===== src/rtl/traffic_phase_scheduler.sv =====
// ---------------------------------------------------------------------------
// traffic_phase_scheduler
//   Timed phase scheduler for a two-road intersection (road A, road B).
//   It shares the intersection between the roads using minimum and maximum
//   green times, a yellow time and an all-red clearance. The lamp codes are
//   driven directly. All timing is counted in ticks of a 1-per-second
//   timebase.
//
//   Optional feature: define PED_WALK_EN to enable the pedestrian walk phase.
//   Without it, ped_req is ignored, walk is held at 0 and PED is unreachable.
//   The port list is the same in both builds.
//
// Ports
//   clk      in   rising-edge clock
//   reset    in   synchronous, active-low reset
//   tick     in   timebase enable, 1-cycle pulse; every state/timer update is gated by it
//   t[1:0]   in   t[0]=car waiting on A, t[1]=car waiting on B (sampled on tick cycles)
//   ped_req  in   pedestrian button, any-cycle pulse
//   sa[1:0]  out  road A lamp: 00=red 01=yellow 10=green
//   sb[1:0]  out  road B lamp, same encoding
//   phase    out  0=A_GRN 1=A_YEL 2=A_CLR 3=B_GRN 4=B_YEL 5=B_CLR 6=PED
//                 (this is the FSM state register, exposed for debug as well)
//   walk     out  pedestrian walk lamp
//
// Lamp encoding for sa/sb and phase are registered and change on the same
// edge as the state.
// ---------------------------------------------------------------------------
module traffic_phase_scheduler #(
  parameter int CW        = 8,
  parameter int GREEN_MIN = 4,
  parameter int GREEN_MAX = 10,
  parameter int YELLOW_T  = 2,
  parameter int ALLRED_T  = 1,
  parameter int WALK_T    = 3
) (
  input  logic       clk,
  input  logic       reset,
  input  logic       tick,
  input  logic [1:0] t,
  input  logic       ped_req,
  output logic [1:0] sa,
  output logic [1:0] sb,
  output logic [2:0] phase,
  output logic       walk
);

  typedef enum logic [2:0] {
    A_GRN = 3'd0,
    A_YEL = 3'd1,
    A_CLR = 3'd2,
    B_GRN = 3'd3,
    B_YEL = 3'd4,
    B_CLR = 3'd5,
    PED   = 3'd6
  } state_t;

  // Durations widened to CW+1 bits so they compare directly with e.
  localparam logic [CW:0] G_MIN = (CW+1)'(GREEN_MIN);
  localparam logic [CW:0] G_MAX = (CW+1)'(GREEN_MAX);
  localparam logic [CW:0] Y_E   = (CW+1)'(YELLOW_T);
  localparam logic [CW:0] R_E   = (CW+1)'(ALLRED_T);

  state_t        state_q, state_d;
  logic [CW-1:0] cnt_q, cnt_d;
  logic [CW:0]   e;          // elapsed ticks in this state, including the current one
  logic [1:0]    sa_q, sb_q;
  logic          ped_pend;

`ifdef PED_WALK_EN
  localparam logic [CW:0] W_E = (CW+1)'(WALK_T);
  logic ped_pend_q, ped_pend_d;
  logic dest_b_q, dest_b_d;  // green to enter after PED: 1 = road B, 0 = road A
  logic walk_q;
  assign ped_pend = ped_pend_q;
  assign walk     = walk_q;
`else
  logic unused_ped;
  assign unused_ped = ^{ped_req, WALK_T[0]};
  assign ped_pend   = 1'b0;
  assign walk       = 1'b0;
`endif

  // {sa, sb} for a given phase; anything that is not a green or yellow of a
  // legal phase shows all-red, so both roads can never be non-red together.
  function automatic logic [3:0] lamps(input state_t s);
    case (s)
      A_GRN:   lamps = 4'b10_00;
      A_YEL:   lamps = 4'b01_00;
      B_GRN:   lamps = 4'b00_10;
      B_YEL:   lamps = 4'b00_01;
      default: lamps = 4'b00_00;
    endcase
  endfunction

  always_comb begin
    state_d = state_q;
    cnt_d   = cnt_q;
    e       = {1'b0, cnt_q} + 1'b1;
`ifdef PED_WALK_EN
    ped_pend_d = ped_pend_q | ped_req;
    dest_b_d   = dest_b_q;
`endif
    if (tick) begin
      case (state_q)
        // Demand is sampled only here, at the green-exit tick.
        A_GRN: if ((t[1] & ((~t[0] & (e >= G_MIN)) | (e >= G_MAX))) |
                   (ped_pend & (e >= G_MIN)))
                 state_d = A_YEL;
        A_YEL: if (e == Y_E) state_d = A_CLR;
        A_CLR: if (e == R_E) begin
`ifdef PED_WALK_EN
                 if (ped_pend_q) begin
                   state_d  = PED;
                   dest_b_d = 1'b1;
                 end else
`endif
                   state_d = B_GRN;
               end
        B_GRN: if ((t[0] & ((~t[1] & (e >= G_MIN)) | (e >= G_MAX))) |
                   (ped_pend & (e >= G_MIN)))
                 state_d = B_YEL;
        B_YEL: if (e == Y_E) state_d = B_CLR;
        B_CLR: if (e == R_E) begin
`ifdef PED_WALK_EN
                 if (ped_pend_q) begin
                   state_d  = PED;
                   dest_b_d = 1'b0;
                 end else
`endif
                   state_d = A_GRN;
               end
`ifdef PED_WALK_EN
        PED:   if (e == W_E) state_d = dest_b_q ? B_GRN : A_GRN;
`endif
        // Unknown encodings (and PED when the walk feature is absent)
        // recover through a clearance interval.
        default: state_d = A_CLR;
      endcase

      // Timer restarts on every state entry and saturates at all-ones.
      if (state_d != state_q) cnt_d = '0;
      else if (!(&cnt_q))     cnt_d = cnt_q + 1'b1;

`ifdef PED_WALK_EN
      // Entering PED serves the pending request; a press on this very
      // cycle is kept for the next round.
      if (state_d == PED && state_q != PED) ped_pend_d = ped_req;
`endif
    end
  end

  always_ff @(posedge clk) begin
    if (!reset) begin
      state_q <= A_GRN;
      cnt_q   <= '0;
      sa_q    <= 2'b10;
      sb_q    <= 2'b00;
`ifdef PED_WALK_EN
      ped_pend_q <= 1'b0;
      dest_b_q   <= 1'b0;
      walk_q     <= 1'b0;
`endif
    end else begin
      state_q      <= state_d;
      cnt_q        <= cnt_d;
      {sa_q, sb_q} <= lamps(state_d);
`ifdef PED_WALK_EN
      ped_pend_q <= ped_pend_d;
      dest_b_q   <= dest_b_d;
      walk_q     <= (state_d == PED);
`endif
    end
  end

  assign sa    = sa_q;
  assign sb    = sb_q;
  assign phase = state_q;

endmodule


===== config.mk =====
export PLATFORM = sky130hd
export DESIGN_NAME = traffic_phase_scheduler
export DESIGN_NICKNAME = d
export VERILOG_FILES = /design/src/rtl/traffic_phase_scheduler.sv
export SDC_FILE = /design/constraint.sdc
export NUM_CORES = 1
export LEC_CHECK = 0
export CAP_MARGIN = 10
export CELL_PAD_IN_SITES_DETAIL_PLACEMENT = 0
export CELL_PAD_IN_SITES_GLOBAL_PLACEMENT = 1
export CORE_AREA = 2 2 61 52
export DETAILED_ROUTE_END_ITERATION = 10
export DIE_AREA = 0 0 63 54
export HOLD_SLACK_MARGIN = 0.08
export PLACE_DENSITY_LB_ADDON = 0.1
export RECOVER_POWER = 50
export SYNTH_ARGS = -nofsm -noshare
export SYNTH_HDL_FRONTEND = slang
export SYNTH_SLANG_ARGS = --single-unit

===== constraint.sdc =====
create_clock -name clk -period 2.8 [get_ports clk]
set_input_delay 0.42 -clock clk [delete_from_list [all_inputs] [get_ports clk]]
set_output_delay 0.42 -clock clk [all_outputs]
set_load 0.005 [all_outputs]

==> impl_metrics.env <==
export IMPL_seq_power_share_pct=54.3
export IMPL_crit_type="input port to register"
export IMPL_dp_hpwl_um=1920
export IMPL_required_time_worst_endpoint_ps=2990
export IMPL_root_buffer="sky130_fd_sc_hd__clkbuf_4"
export IMPL_grt_antenna_before_repair=0
export IMPL_postSynthRegisterBits=15
export IMPL_drt_initial_drc_count=45
export IMPL_max_cap_violations=0
export IMPL_antenna_cells=0
export IMPL_final_antenna_net_count=0
export IMPL_rsz0062_at_grt="false"
export IMPL_port_buffers=11
export IMPL_power_ir_vdd_worst_uv=267
export IMPL_worst_r2r_path_depth=10
export IMPL_worst_skew_pair_late_latency_ps=280
export IMPL_sort_of_element_at_the_start_of_the_critical_path="input port"
export IMPL_fillerInstances=298
export IMPL_clock_tree_from_tritoncts="done"
export IMPL_post_cts_hold_buffer_count=0
export IMPL_floorplan_die_area_sq_mm=0.00340
export IMPL_slowest_delay_ps=490
export IMPL_floorplan_initialDensity_pct=37.1
export IMPL_setup_viol=0
export IMPL_vias_per_cell=5.37
export IMPL_yosysSeqAreaShare_pct=28.3
export IMPL_timing_final_hold_violations=0
export IMPL_core_area_sq_mm=0.00286
export IMPL_slew_viol_final=0
export IMPL_area_growth_synth_to_final_pct=24.1
export IMPL_critical_path_max_fanout=6
export IMPL_min_delay_path_class="register to register"
export IMPL_sw_frac_of_total_pct=26.2
export IMPL_power_frac_comb_pct=15.2
export IMPL_drt_drc=0
export IMPL_yosysWarningCount=0
export IMPL_tns_ps=0
export IMPL_final_min_clock_period_ps=2540
export IMPL_yosys_cell_types_count=46
export IMPL_die_width_um=63
export IMPL_worstHoldPathCells=1
export IMPL_post_cts_resize_count=0
export IMPL_postSynth_topFlopCell="sky130_fd_sc_hd__dfxtp_1"
export IMPL_die_h_um=54
export IMPL_worstReg2RegStart="cnt_q[0]"
export IMPL_arrival_time_of_the_worst_setup_path_ps=2720
export IMPL_groute_usage_overall_pct=16.2
export IMPL_cts_htree_levels=1
export IMPL_clk_pin_slew_worst_paths_ps=90
export IMPL_p_switching_w=0.000105
export IMPL_numClockSinks=15
export IMPL_fmaxAchievable_mhz=394
export IMPL_first_global_vias=888
export IMPL_wirelength_um=2500
export IMPL_cell_internal_pwr_w=0.000297
export IMPL_hold_path_startpoint="cnt_q[7]"
export IMPL_cts_repair_timing_setup_buffer_count=0
export IMPL_ff_latch_area_sq_um=300
export IMPL_via_count=1021
export IMPL_ys_async_sr_fraction_pct=0
export IMPL_synth_fp_nets=139
export IMPL_final_clock_skew_ps=5.57
export IMPL_post_synth_cell_area_avg_sq_um=8.17
export IMPL_timing_worst_slew_pin_value_ps=505
export IMPL_leakagePower_nw=0.498
export IMPL_multiInputGateArea_sq_um=718
export IMPL_route_detailed_wl_per_inst_um=13.2
export IMPL_ioPinCount=14
export IMPL_routabilityCongestion=0.763
export IMPL_post_synth_inst_count=130
export IMPL_floorplan_row_count=18
export IMPL_final_layout_worst_hold_slack_ps=595
export IMPL_final_worst_path_period_share_pct=90.6
export IMPL_synthesis_area_sq_mm=0.00106
export IMPL_worst_path_max_delay_cell="sky130_fd_sc_hd__clkdlybuf4s50_1"
export IMPL_grt_max_degree=17
export IMPL_power_share_clock_pct=30.5
export IMPL_powerDensity_mw_per_mm2=305
export IMPL_first_pass_iters=4
export IMPL_overflow=0
export IMPL_grt_first_pass_wirelength_um=4240
export IMPL_proportion_of_layout_cells_with_a_drive_suffix_above_1_pct=18.7
export IMPL_crit_chain="clkdlybuf4s50_1, nor4b_1, or3b_2, o311ai_0, nor3b_1, a21oi_2, buf_4, o21ai_0, a31o_1"
export IMPL_number_of_nets_in_the_layout=160
export IMPL_outcome="complete, no violations"
export IMPL_max_clock_path_buffers=2
export IMPL_critical_path_startpoint="t[1]"
export IMPL_synth_edff_count=0
export IMPL_slew_headroom_pct=66.2
export IMPL_cp_end_kind="register"
export IMPL_tritoncts_num_buffers=3
## worst paths after layout
kind	endpoint	slack, ps
setup / recovery	cnt_q[4]	260
hold / removal	cnt_q[7]	590
setup reg to reg	cnt_q[4]	280
hold reg to reg	cnt_q[7]	590
## through the flow
step / setup WS [ps] / utilization [%] / cells / power [W] / instance area, sq um
after CTS: 181 / 45.5 / 190 / 0.000410 / 1300
after global routing: 17.0 / 46.1 / 190 / 0.000432 / 1320
after global placement: -68.1 / 44.5 / 186 / 0.000284 / 1270
after floorplan: 325 / - / 130 / 0.000259 / 1060
final: 263 / 46.1 / 190 / 0.000402 / 1320
after detailed placement: -7.05 / 44.5 / 186 / 0.000284 / 1270
## routing by layer
metal  wire (um)  vias to the layer above  global-route usage [%]
li1            -                      530                       -
met1        1360                      463                    23.5
met2        1030                       26                    23.6
met3         107                        2                    3.56
met4          12                        0                    5.56
met5           0                        -                       0
## area by class of cell
class	instances	area share, %
clock buffer	3	1.71
clock inverter	1	0.380
inverter	6	1.71
multi-input combinational	101	54.5
sequential	15	22.8
tap	40	3.80
timing repair buffer	24	15.2
## sequential cells by signal (all words and copies together), names as in the netlist
register and flops:
phase 3, sa 2, sb 2, cnt_q 8
## cell usage after synthesis (3+ instances only)
library cell	number	area share, %
sky130_fd_sc_hd__and2_1	5	2.9
sky130_fd_sc_hd__a31o_1	3	2.5
sky130_fd_sc_hd__and3_1	3	1.8
sky130_fd_sc_hd__nor4_1	5	2.9
sky130_fd_sc_hd__ha_1	3	3.5
sky130_fd_sc_hd__nor2_1	10	3.5
sky130_fd_sc_hd__dfxtp_1	15	28
sky130_fd_sc_hd__o21ai_0	9	4.2
sky130_fd_sc_hd__nand3_1	5	2.4
sky130_fd_sc_hd__a21oi_1	7	3.3
sky130_fd_sc_hd__nor3b_1	3	2.1
sky130_fd_sc_hd__nand2_1	8	2.8
sky130_fd_sc_hd__and4_1	3	2.5
sky130_fd_sc_hd__clkbuf_1	3	1.1
sky130_fd_sc_hd__inv_1	6	2.1
## cells in the final DEF, fill, tap and decap left out, types with 3 or more instances in the layout
cell type and instances:
sky130_fd_sc_hd__buf_4 11, sky130_fd_sc_hd__nand2_1 8, sky130_fd_sc_hd__nor3b_1 3, sky130_fd_sc_hd__clkdlybuf4s50_1 6, sky130_fd_sc_hd__nor4_1 4, sky130_fd_sc_hd__and4_1 3
sky130_fd_sc_hd__nor2_1 10, sky130_fd_sc_hd__o21ai_0 9, sky130_fd_sc_hd__clkbuf_4 3, sky130_fd_sc_hd__dfxtp_1 15, sky130_fd_sc_hd__inv_1 6, sky130_fd_sc_hd__nand3_1 5
sky130_fd_sc_hd__and2_1 4, sky130_fd_sc_hd__a21oi_1 7, sky130_fd_sc_hd__a31o_1 3, sky130_fd_sc_hd__and3_1 3, sky130_fd_sc_hd__dlygate4sd3_1 5
## critical path, delay by kind of cell
kind	cells	cell delay, ps
buffers and inverters	2	670
and+or+nand+nor	3	910
AOI/OAI and AO/OA	4	730
## cells by family after synthesis
logic type      Yosys count  share of synthesized area (%)
simple gates             56                           31.0
fa+ha+maj                 3                           3.53
xor+xnor                  2                           1.65
other cells               1                          0.353
flops                    15                           28.3
compound gates           39                           28.6
buf+inv                  14                           6.60
## power by group through the flow
stage | sequential [W] | clock (W) | combinational [W]
after floorplan | 0.000226 | 0 | 0.0000327
after global placement | 0.000223 | 0 | 0.0000608
after detailed placement | 0.000223 | 0 | 0.0000604
after CTS | 0.000219 | 0.000131 | 0.0000608
after global routing | 0.000219 | 0.000145 | 0.0000678
final | 0.000219 | 0.000123 | 0.0000611
No activity file was read; power rests on OpenSTA's default activity.
